--- config.mk ---
export PLATFORM = sky130hd
export DESIGN_NAME = imem_loader
export DESIGN_NICKNAME = d
export VERILOG_FILES = /design/src/rtl/imem_loader.sv
export SDC_FILE = /design/constraint.sdc
export NUM_CORES = 1
export LEC_CHECK = 0
export BUFFER_PORTS_ARGS = -buffer_cell sky130_fd_sc_hd__buf_4
export CORE_MARGIN = 1
export CORE_UTILIZATION = 33
export DETAILED_ROUTE_END_ITERATION = 10
export GPL_TIMING_DRIVEN = 0
export HOLD_SLACK_MARGIN = 0.03
export PLACE_DENSITY = 0.51
export SLEW_MARGIN = 25
export SYNTH_ARGS = -nofsm -noshare
export SYNTH_HDL_FRONTEND = slang
export SYNTH_SLANG_ARGS = --single-unit
--- constraint.sdc ---
create_clock -name clk_i -period 3.6 [get_ports clk_i]
set_input_delay 1.08 -clock clk_i [delete_from_list [all_inputs] [get_ports clk_i]]
set_output_delay 1.08 -clock clk_i [all_outputs]
set_load 0.01 [all_outputs]
--- src/rtl/imem_loader.sv ---
// imem_loader: boot-time loader that turns a framed little-endian byte stream into instruction-memory word writes.
// Define IMEM_LOADER_CHECKSUM_EN to require a trailing XOR-of-payload checksum byte before DONE.
module imem_loader #(
  parameter int unsigned ADDR_WIDTH  = 10,
  parameter int unsigned DATA_WIDTH  = 32,
  parameter int unsigned SPACE_WIDTH = 8
) (
  input  logic                  clk_i,
  input  logic                  rst_i,
  input  logic                  start_i,
  input  logic                  byte_valid_i,
  input  logic [7:0]            byte_data_i,
  output logic                  byte_ready_o,
  output logic                  we_o,
  output logic [ADDR_WIDTH-1:0] waddr_o,
  output logic [DATA_WIDTH-1:0] wdata_o,
  output logic                  busy_o,
  output logic                  done_o,
  output logic                  err_o,
  output logic                  cpu_rst_o
);

  localparam int unsigned WCNT_W    = SPACE_WIDTH + 1;
  localparam logic [16:0] MAX_WORDS = 17'(2 ** SPACE_WIDTH);

  typedef enum logic [2:0] {IDLE, HDR0, HDR1, DATA, CHK, DONE, ERR} state_t;

  state_t            state;
  logic [7:0]        hdr_lo;
  logic [WCNT_W-1:0] n_words;
  logic [WCNT_W-1:0] word_cnt;
  logic [1:0]        byte_cnt;
  logic [23:0]       acc;
`ifdef IMEM_LOADER_CHECKSUM_EN
  logic [7:0]        csum;
`endif

  logic        accept;
  logic [15:0] hdr_n;

  assign accept = byte_valid_i & byte_ready_o;
  assign hdr_n  = {byte_data_i, hdr_lo};

  // Single-process FSM; every output is a register updated on the transition into its state.
  always_ff @(posedge clk_i) begin
    if (rst_i) begin
      state        <= IDLE;
      hdr_lo       <= '0;
      n_words      <= '0;
      word_cnt     <= '0;
      byte_cnt     <= '0;
      acc          <= '0;
`ifdef IMEM_LOADER_CHECKSUM_EN
      csum         <= '0;
`endif
      byte_ready_o <= 1'b0;
      we_o         <= 1'b0;
      waddr_o      <= '0;
      wdata_o      <= '0;
      busy_o       <= 1'b0;
      done_o       <= 1'b0;
      err_o        <= 1'b0;
      cpu_rst_o    <= 1'b1;
    end else begin
      we_o <= 1'b0;
      case (state)
        IDLE, DONE, ERR: begin
          if (start_i) begin
            state        <= HDR0;
            byte_ready_o <= 1'b1;
            busy_o       <= 1'b1;
            done_o       <= 1'b0;
            err_o        <= 1'b0;
            cpu_rst_o    <= 1'b1;
            word_cnt     <= '0;
            byte_cnt     <= '0;
            acc          <= '0;
`ifdef IMEM_LOADER_CHECKSUM_EN
            csum         <= '0;
`endif
          end
        end
        HDR0: begin
          if (accept) begin
            hdr_lo <= byte_data_i;
            state  <= HDR1;
          end
        end
        HDR1: begin
          if (accept) begin
            if (hdr_n == 16'd0) begin
`ifdef IMEM_LOADER_CHECKSUM_EN
              state        <= CHK;
`else
              state        <= DONE;
              byte_ready_o <= 1'b0;
              busy_o       <= 1'b0;
              done_o       <= 1'b1;
              cpu_rst_o    <= 1'b0;
`endif
            end else if ({1'b0, hdr_n} > MAX_WORDS) begin
              state        <= ERR;
              byte_ready_o <= 1'b0;
              busy_o       <= 1'b0;
              err_o        <= 1'b1;
            end else begin
              state   <= DATA;
              n_words <= hdr_n[WCNT_W-1:0];
            end
          end
        end
        DATA: begin
          if (accept) begin
`ifdef IMEM_LOADER_CHECKSUM_EN
            csum     <= csum ^ byte_data_i;
`endif
            byte_cnt <= byte_cnt + 2'd1;
            case (byte_cnt)
              2'd0: acc[7:0]   <= byte_data_i;
              2'd1: acc[15:8]  <= byte_data_i;
              2'd2: acc[23:16] <= byte_data_i;
              default: begin
                // Fourth byte completes the word: write it next cycle without stalling the stream.
                we_o     <= 1'b1;
                waddr_o  <= ADDR_WIDTH'({word_cnt, 2'b00});
                wdata_o  <= DATA_WIDTH'({byte_data_i, acc});
                acc      <= '0;
                word_cnt <= word_cnt + WCNT_W'(1);
                if (word_cnt == n_words - WCNT_W'(1)) begin
`ifdef IMEM_LOADER_CHECKSUM_EN
                  state        <= CHK;
`else
                  state        <= DONE;
                  byte_ready_o <= 1'b0;
                  busy_o       <= 1'b0;
                  done_o       <= 1'b1;
                  cpu_rst_o    <= 1'b0;
`endif
                end
              end
            endcase
          end
        end
`ifdef IMEM_LOADER_CHECKSUM_EN
        CHK: begin
          if (accept) begin
            byte_ready_o <= 1'b0;
            busy_o       <= 1'b0;
            if (byte_data_i == csum) begin
              state     <= DONE;
              done_o    <= 1'b1;
              cpu_rst_o <= 1'b0;
            end else begin
              state <= ERR;
              err_o <= 1'b1;
            end
          end
        end
`endif
        default: state <= IDLE;
      endcase
    end
  end

endmodule

==> results.md, run 1 <==
* Total Power at 2.64 mW
* Post-CTS setup buffers at 0
* Die Height at 117 um
* Vias in the first global route at 3637
* Crit path max-delay family: simple AND/OR/NAND/NOR gates
* FF/Latch Area at 2000 sq um
* FILL cells at 1359
* Worst Hold End: wdata_o[4]
* Final WL at 11.7 mm
* Yosys top cell area share at 46.1%
* GRT Util Overall at 18.1%
* Final setup vio count at 0
* Crit path required time at 3.82 ns
* Initial Utilization at 34.1%
* Pins Over Slew Limit at 0
* Leak pwr at 1.98 nW
* CP max stage cell: nor3_2
* Sw frac at 28.1%
* Crit-path max cell delay at 0.59 ns
* Overflow after GRT at 0
* Prevailing post-synth register cell: dfxtp_1
* Highest Clock Rate at 0.377 GHz
* Number of synthesized register bits at 100
* Commonest non-fill, non-tap cell in the layout: nand2_1
* Final hold viol count at 0
* Commonest cells after routing, fill and taps aside: nand2_1 (117), dfxtp_1 (100), a21oi_1 (79)
* Post-DP HPWL at 8.36 mm
* Post-route cell area at 5300 sq um
* Clock Sinks at 100
* First-pass GRT wire length at 18.7 mm
* Slew @ Worst Pin at 0.741 ns
* Maximum clock insertion buffer count at 2
* CP Launch Type: input port
* GR Layer Usage met1 at 23.3%
* Slew HR at 50.6%
* Cell Chain, Critical Path: buf_4, nand2_1, nor3_2, a21oi_1, nor4b_1, xnor2_1, nor2_1
* Reg-to-reg slack, setup at 1.08 ns
* Final clock skew at 0.00753 ns
* RSZ-0062 raised after global routing: false
* Root buf cell: clkbuf_16
* Placed Area at 4990 sq um
* R2R Path Start: n_words[0]
* Asr flop ratio synth at 0%
* VDD IR max at 217 uV
* PwrDens at 498 nW/um^2
* Die W at 117 um
* First drt pass iteration count at 4
* Number of flops mapped to enable cells by yosys at 0
* Hold Crit Class: flip-flop to flip-flop
* GRT Max-Usage Layer: met2
* Cell depth of the worst flop-to-flop path at 8
* Area of the multi-input gates at 2150 sq um
* Final WS setup at 0.950 ns
* Setup_tns at 0 ns
* Area leader, netlist: dfxtp_1
* Count of different cell masters after synthesis at 52
* Number of H-tree levels at 3
* DIE AREA at 13600 sq um
* Status: finished clean
* Largest net degree at the start of global routing at 17
* Initial antenna violation count at 0
* First DRT Iteration DRCs at 153
* Standard-cell rows at 41
* DRC errors left at 0
* GP Congestion at 0.854
* Dpl ws at 0.603 ns
* Max FO, Critical Path at 8
* Clk_lat worst skew at 0.35 ns
* P_int at 1.90 mW
* Reg power frac at 43.9%
* Cts hold-fix bufs at 0
* Clock Power Share at 38.9%
* Crit path kind: input port to flip-flop
* IO Pins at 60
* Total net switching power at 743 uW
* Share of post-route cells with drive strength above 1 at 13.6%
* Post-CTS Resized at 0
* Tcrit/Tclk final at 73.6%
* Via density at 4.98
* Met3 usage at 2.96%
* Reg2reg end: state[0]
* GR Util met2 at 29.1%
* Post-Synthesis Cells at 536
* CP arrival at 2.87 ns
* CTS tree: built
* Top post-synthesis cells by area: dfxtp_1 (46%), nand2_1 (10%), a21oi_1 (9.1%), mux2i_1 (3.9%), nand3_1 (3.3%)
* Core Region at 12700 sq um
* NumNets Final at 622
* ANT cells at 0
* Post-synthesis sequential area ratio at 46.1%
* Wire per inst at 15.0 um
* Synth Cell Area at 4340 sq um
* Mean post-synth cell area at 8.09 sq um
* Worst hold stages at 2
* Tmin final at 2.65 ns
* Final ANT Viol Nets at 0
* Area Growth Syn to Fin at 22.2%
* CP endpoint kind: flip-flop
* Vias after detailed routing at 3888
* Clock-pin slew on the worst setup and hold paths at 0.07 ns
* IO buf count at 56
* Max-cap violations at 0
* Buf/Inv on CP at 1
* WHS at 0.452 ns
* CTS buffer count at 9
* Comb power frac at 17.2%
* Yosys warns at 0
* Hold Path Origin: acc[4]
state kept, by name, summed over array words and instances, names as in the netlist:
| signal | count |
|---|---|
| acc | 24 |
| busy_o | 1 |
| byte_cnt | 2 |
| cpu_rst_o | 1 |
| done_o | 1 |
| err_o | 1 |
| hdr_lo | 8 |
| n_words | 9 |
| state | 3 |
| waddr_o | 8 |
| wdata_o | 32 |
| we_o | 1 |
| word_cnt | 9 |
worst max-delay path by stage:
stage | start | cells past startpoint | slack (ns) | to
after floorplan | byte_data_i[4] | 6 | 1.06 | state[0]
after global placement | byte_valid_i | 7 | 0.61 | word_cnt[8]
after detailed placement | byte_valid_i | 7 | 0.60 | word_cnt[8]
after CTS | byte_valid_i | 7 | 0.96 | word_cnt[8]
after global routing | byte_valid_i | 7 | 0.69 | word_cnt[6]
final | byte_valid_i | 7 | 0.95 | word_cnt[6]
stage by stage:
step	cells	utilization, %
2_1_floorplan	537	-
3_3_place_gp	765	39.1
3_5_place_dp	765	39.2
4_1_cts	781	41.7
5_1_grt	781	41.7
6_report	781	41.7
power by group through the flow:
stage / Combinational (mW) / Clock, mW / Sequential [mW]
3_5_place_dp: 0.449 / 0 / 1.18
5_1_grt: 0.503 / 1.10 / 1.16
6_report: 0.453 / 1.03 / 1.16
4_1_cts: 0.452 / 1.05 / 1.16
3_3_place_gp: 0.439 / 0 / 1.18
2_1_floorplan: 0.303 / 0 / 1.18
kinds of logic (layout without fill, tap and decap cells):
logic type / count (synthesis) / in the layout / share of synthesized area [%]
compound gates: 111 / 111 / 15.0
xor+xnor: 15 / 15 / 3.35
fa+ha+maj: 6 / 6 / 1.73
buf+inv: 49 / 121 / 4.59
flops: 100 / 100 / 46.1
mux: 18 / 18 / 4.18
other cells: 1 / 2 / 0.0864
simple gates: 236 / 236 / 24.9
final cells by class:
cell class / instances / area share (%)
multi-input cells: 388 / 40.5
flip-flops and latches: 100 / 37.8
repair buffers: 56 / 7.93
clock buffers: 10 / 4.32
well taps: 172 / 4.06
plain buffers: 40 / 3.11
clock inverters: 6 / 1.65
inverters: 9 / 0.637
synth_stat cells (3+ instances only):
cell,instances
buf_2,3
nor3_1,6
a21oi_1,79
nor4_1,5
o21ai_0,5
buf_4,3
and3_1,4
nand2_1,117
nor2b_1,5
a31oi_1,4
nor2_1,36
ha_1,6
or3_1,4
buf_1,3
xor2_1,5
nand4_1,5
or4_1,4
mux2i_1,17
and2_1,4
xnor2_1,9
o21ai_1,3
a21o_1,4
clkbuf_1,31
nand3_1,29
inv_1,9
nand2b_1,4
dfxtp_1,100
metal layers:
layer | wire (um) | vias to the layer above
li1 | - | 1970
met1 | 5470 | 1805
met2 | 5400 | 84
met3 | 406 | 29
met4 | 396 | 0
met5 | 0 | -
worst register-to-register path, delay by kind of cell, from the launching register on:
family                   cells  cell delay, ns
buffers and inverters        1            0.08
AND/OR/NAND/NOR              3            0.80
AO/OA/AOI/OAI                2            0.66
flip-flops                   1            0.37
multiplexers                 1            0.32
adder cells (fa/ha/maj)      1            0.18
Power figures use the tool's default switching activity.
==> run 2, diff against run 1 <==
--- a/config.mk
+++ b/config.mk
@@ -11,7 +11,7 @@
 export DETAILED_ROUTE_END_ITERATION = 10
 export GPL_TIMING_DRIVEN = 0
 export HOLD_SLACK_MARGIN = 0.03
-export PLACE_DENSITY = 0.51
+export PLACE_DENSITY = 0.53
 export SLEW_MARGIN = 25
 export SYNTH_ARGS = -nofsm -noshare
 export SYNTH_HDL_FRONTEND = slang
==> constraint.sdc (replaced) <==
create_clock -name clk_i -period 2.43 [get_ports clk_i]
set_input_delay 0.729 -clock clk_i [delete_from_list [all_inputs] [get_ports clk_i]]
set_output_delay 0.729 -clock clk_i [all_outputs]
set_load 0.01 [all_outputs]
==> run 2 against run 1 <==
Compared with the run above:
- sequential share of layout area down 0.42 points
- final area up 1.3%
- combinational power up 50%
- non-clock buffer count up 3
- final cell count up 0.26%
- routed wire length up 2.0%
- register-to-register slack worse by 0.98 ns
- flip-flop and latch count unchanged
- global-route usage up 0.24 points
- first-iteration DRC count up 57%
- critical endpoint is now state[0]
- largest cell class unchanged
==> results.md, run 2 (same netlist as run 1, synthesis figures left out) <==
* DIE AREA at 13600 sq um
* Final ANT Viol Nets at 0
* Largest Register: wdata_o
* Clk_lat worst skew at 0.35 ns
* Status: finished clean
* Leak pwr at 2.01 nW
* Reg2reg end: state[0]
* First drt pass iteration count at 5
* FILL cells at 1347
* Cts hold-fix bufs at 0
* Cell depth of the worst flop-to-flop path at 8
* Pins Over Slew Limit at 0
* Standard-cell rows at 41
* Max FFs per register at 32
* Max-cap violations at 0
* Final setup vio count at 0
* Initial Utilization at 34.1%
* Die W at 117 um
* Post-DP HPWL at 8.52 mm
* CP max stage cell: or4_1
* Placed instance count at 765
* GR Util met2 at 29.1%
* Crit-path max cell delay at 0.50 ns
* Total Power at 3.96 mW
* Placed Area at 4990 sq um
* GRT Util Overall at 18.4%
* CP arrival at 2.56 ns
* Final Non-Filler Cells at 783
* Vias after detailed routing at 3927
* First-pass GRT wire length at 18.8 mm
* CP Launch Type: flip-flop
* RSZ-0062 raised after global routing: true
* Die Height at 117 um
* Highest Clock Rate at 0.429 GHz
* Root buf cell: clkbuf_16
* DRC errors left at 0
* Number of H-tree levels at 3
* Commonest non-fill, non-tap cell in the layout: nand2_1
* Slew @ Worst Pin at 0.714 ns
* Initial antenna violation count at 0
* Vias in the first global route at 3567
* Final hold viol count at 0
* CP endpoint kind: flip-flop
* Crit path kind: flip-flop to flip-flop
* Commonest cells after routing, fill and taps aside: nand2_1 (117), dfxtp_1 (98), a21oi_1 (78)
* Biggest regs: wdata_o (32), acc (24)
* Crit path required time at 2.66 ns
* Via density at 5.02
* Maximum clock insertion buffer count at 2
* Hold Path Origin: acc[4]
* Reg-to-reg slack, setup at 0.1 ns
* Clock-pin slew on the worst setup and hold paths at 0.07 ns
* First DRT Iteration DRCs at 240
* Final clock skew at 0.00960 ns
* Worst Hold End: wdata_o[4]
* Core Region at 12700 sq um
* Tmin final at 2.33 ns
* GP Congestion at 0.866
* Hold Crit Class: flip-flop to flip-flop
* IO Pins at 60
* Final WL at 11.9 mm
* Area Growth Syn to Fin at 23.8%
* NumNets Final at 625
* Post-route cell area at 5370 sq um
* CTS tree: built
* R2R Path Start: word_cnt[3]
* IO buf count at 56
* ANT cells at 0
* Final Util at 42.2%
* Share of post-route cells with drive strength above 1 at 15.7%
* CTS buffer count at 9
* Slew HR at 52.1%
* Max FO, Critical Path at 8
* Tcrit/Tclk final at 95.9%
* Overflow after GRT at 0
* Worst hold stages at 2
* GR Layer Usage met1 at 24.8%
* Largest net degree at the start of global routing at 18
* Clock Sinks at 100
* Cell Chain, Critical Path: clkbuf_2, or4_1, a31oi_1, o31ai_1, a2111oi_4, buf_4, o21bai_1, mux2_1
* VDD IR max at 530 uV
* PwrDens at 737 nW/um^2
* GRT Max-Usage Layer: met2
* Setup_tns at 0 ns
* Met3 usage at 3.01%
* Wire per inst at 15.2 um
-- run 2: changes by cell type in the layout (fill, tap and decap cells not counted), moves of 2 or more --
cell        before  now
clkbuf_2         0    3
dfxtp_1        100   98
buf_4           59   62
clkinv_2         2    0
clkbuf_1        32   28
dfxtp_2          0    2
clkinvlp_4       0    2
-- run 2: timing repair --
action	CTS	global route
pin swaps	1	3
buffers inserted	0	3
resized for setup	2	12
cloned	0	0
setup endpoints to repair	3	52
-- run 2: cell type report --
| type | count | area (sq um) | area share, % |
|---|---|---|---|
| Tap cell | 172 | 215 | 4.01 |
| Inverter | 9 | 33.8 | 0.629 |
| Clock buffer | 9 | 225 | 4.19 |
| Sequential cell | 100 | 2000 | 37.3 |
| Multi-Input combinational cell | 388 | 2180 | 40.7 |
| Timing Repair Buffer | 59 | 443 | 8.25 |
| Buffer | 40 | 169 | 3.15 |
| Clock inverter | 6 | 95.1 | 1.77 |
-- run 2: layer usage --
layer | part of all wire (%) | wire length (um)
met1 | 47 | 5630
met4 | 2.3 | 275
met2 | 47 | 5580
met5 | 0 | 0
met3 | 3.6 | 426
-- run 2: how the worst max path moves through the flow --
stage	startpoint	to	slack (ns)	cells after the start
global route	state[2]	acc[18]	-0.007	8
floorplan	byte_data_i[4]	state[0]	0.24	6
global placement	byte_valid_i	word_cnt[8]	-0.21	7
finish	word_cnt[3]	state[0]	0.1	8
detailed placement	byte_valid_i	word_cnt[8]	-0.26	7
CTS	n_words[0]	state[0]	-0.03	8
-- run 2: per-stage QoR --
step           setup slack (ns)  hold slack (ns)
6_report                 0.0984            0.452
5_1_grt                -0.00727            0.470
4_1_cts                 -0.0257            0.455
3_5_place_dp             -0.262            0.444
3_3_place_gp             -0.211            0.436
2_1_floorplan             0.238            0.432
-- run 2: critical path: cells and delay by family (launching register included) --
family,cells,cell delay [ns]
buffers and inverters,2,0.37
AOI/OAI and AO/OA,4,0.73
and+or+nand+nor,1,0.50
muxes,1,0.32
DFF,1,0.30
-- run 2: where the power goes --
part	internal, mW	switching (mW)
combinational	0.228	0.454
sequential	1.68	0.0374
clock	0.908	0.648
total	2.82	1.14
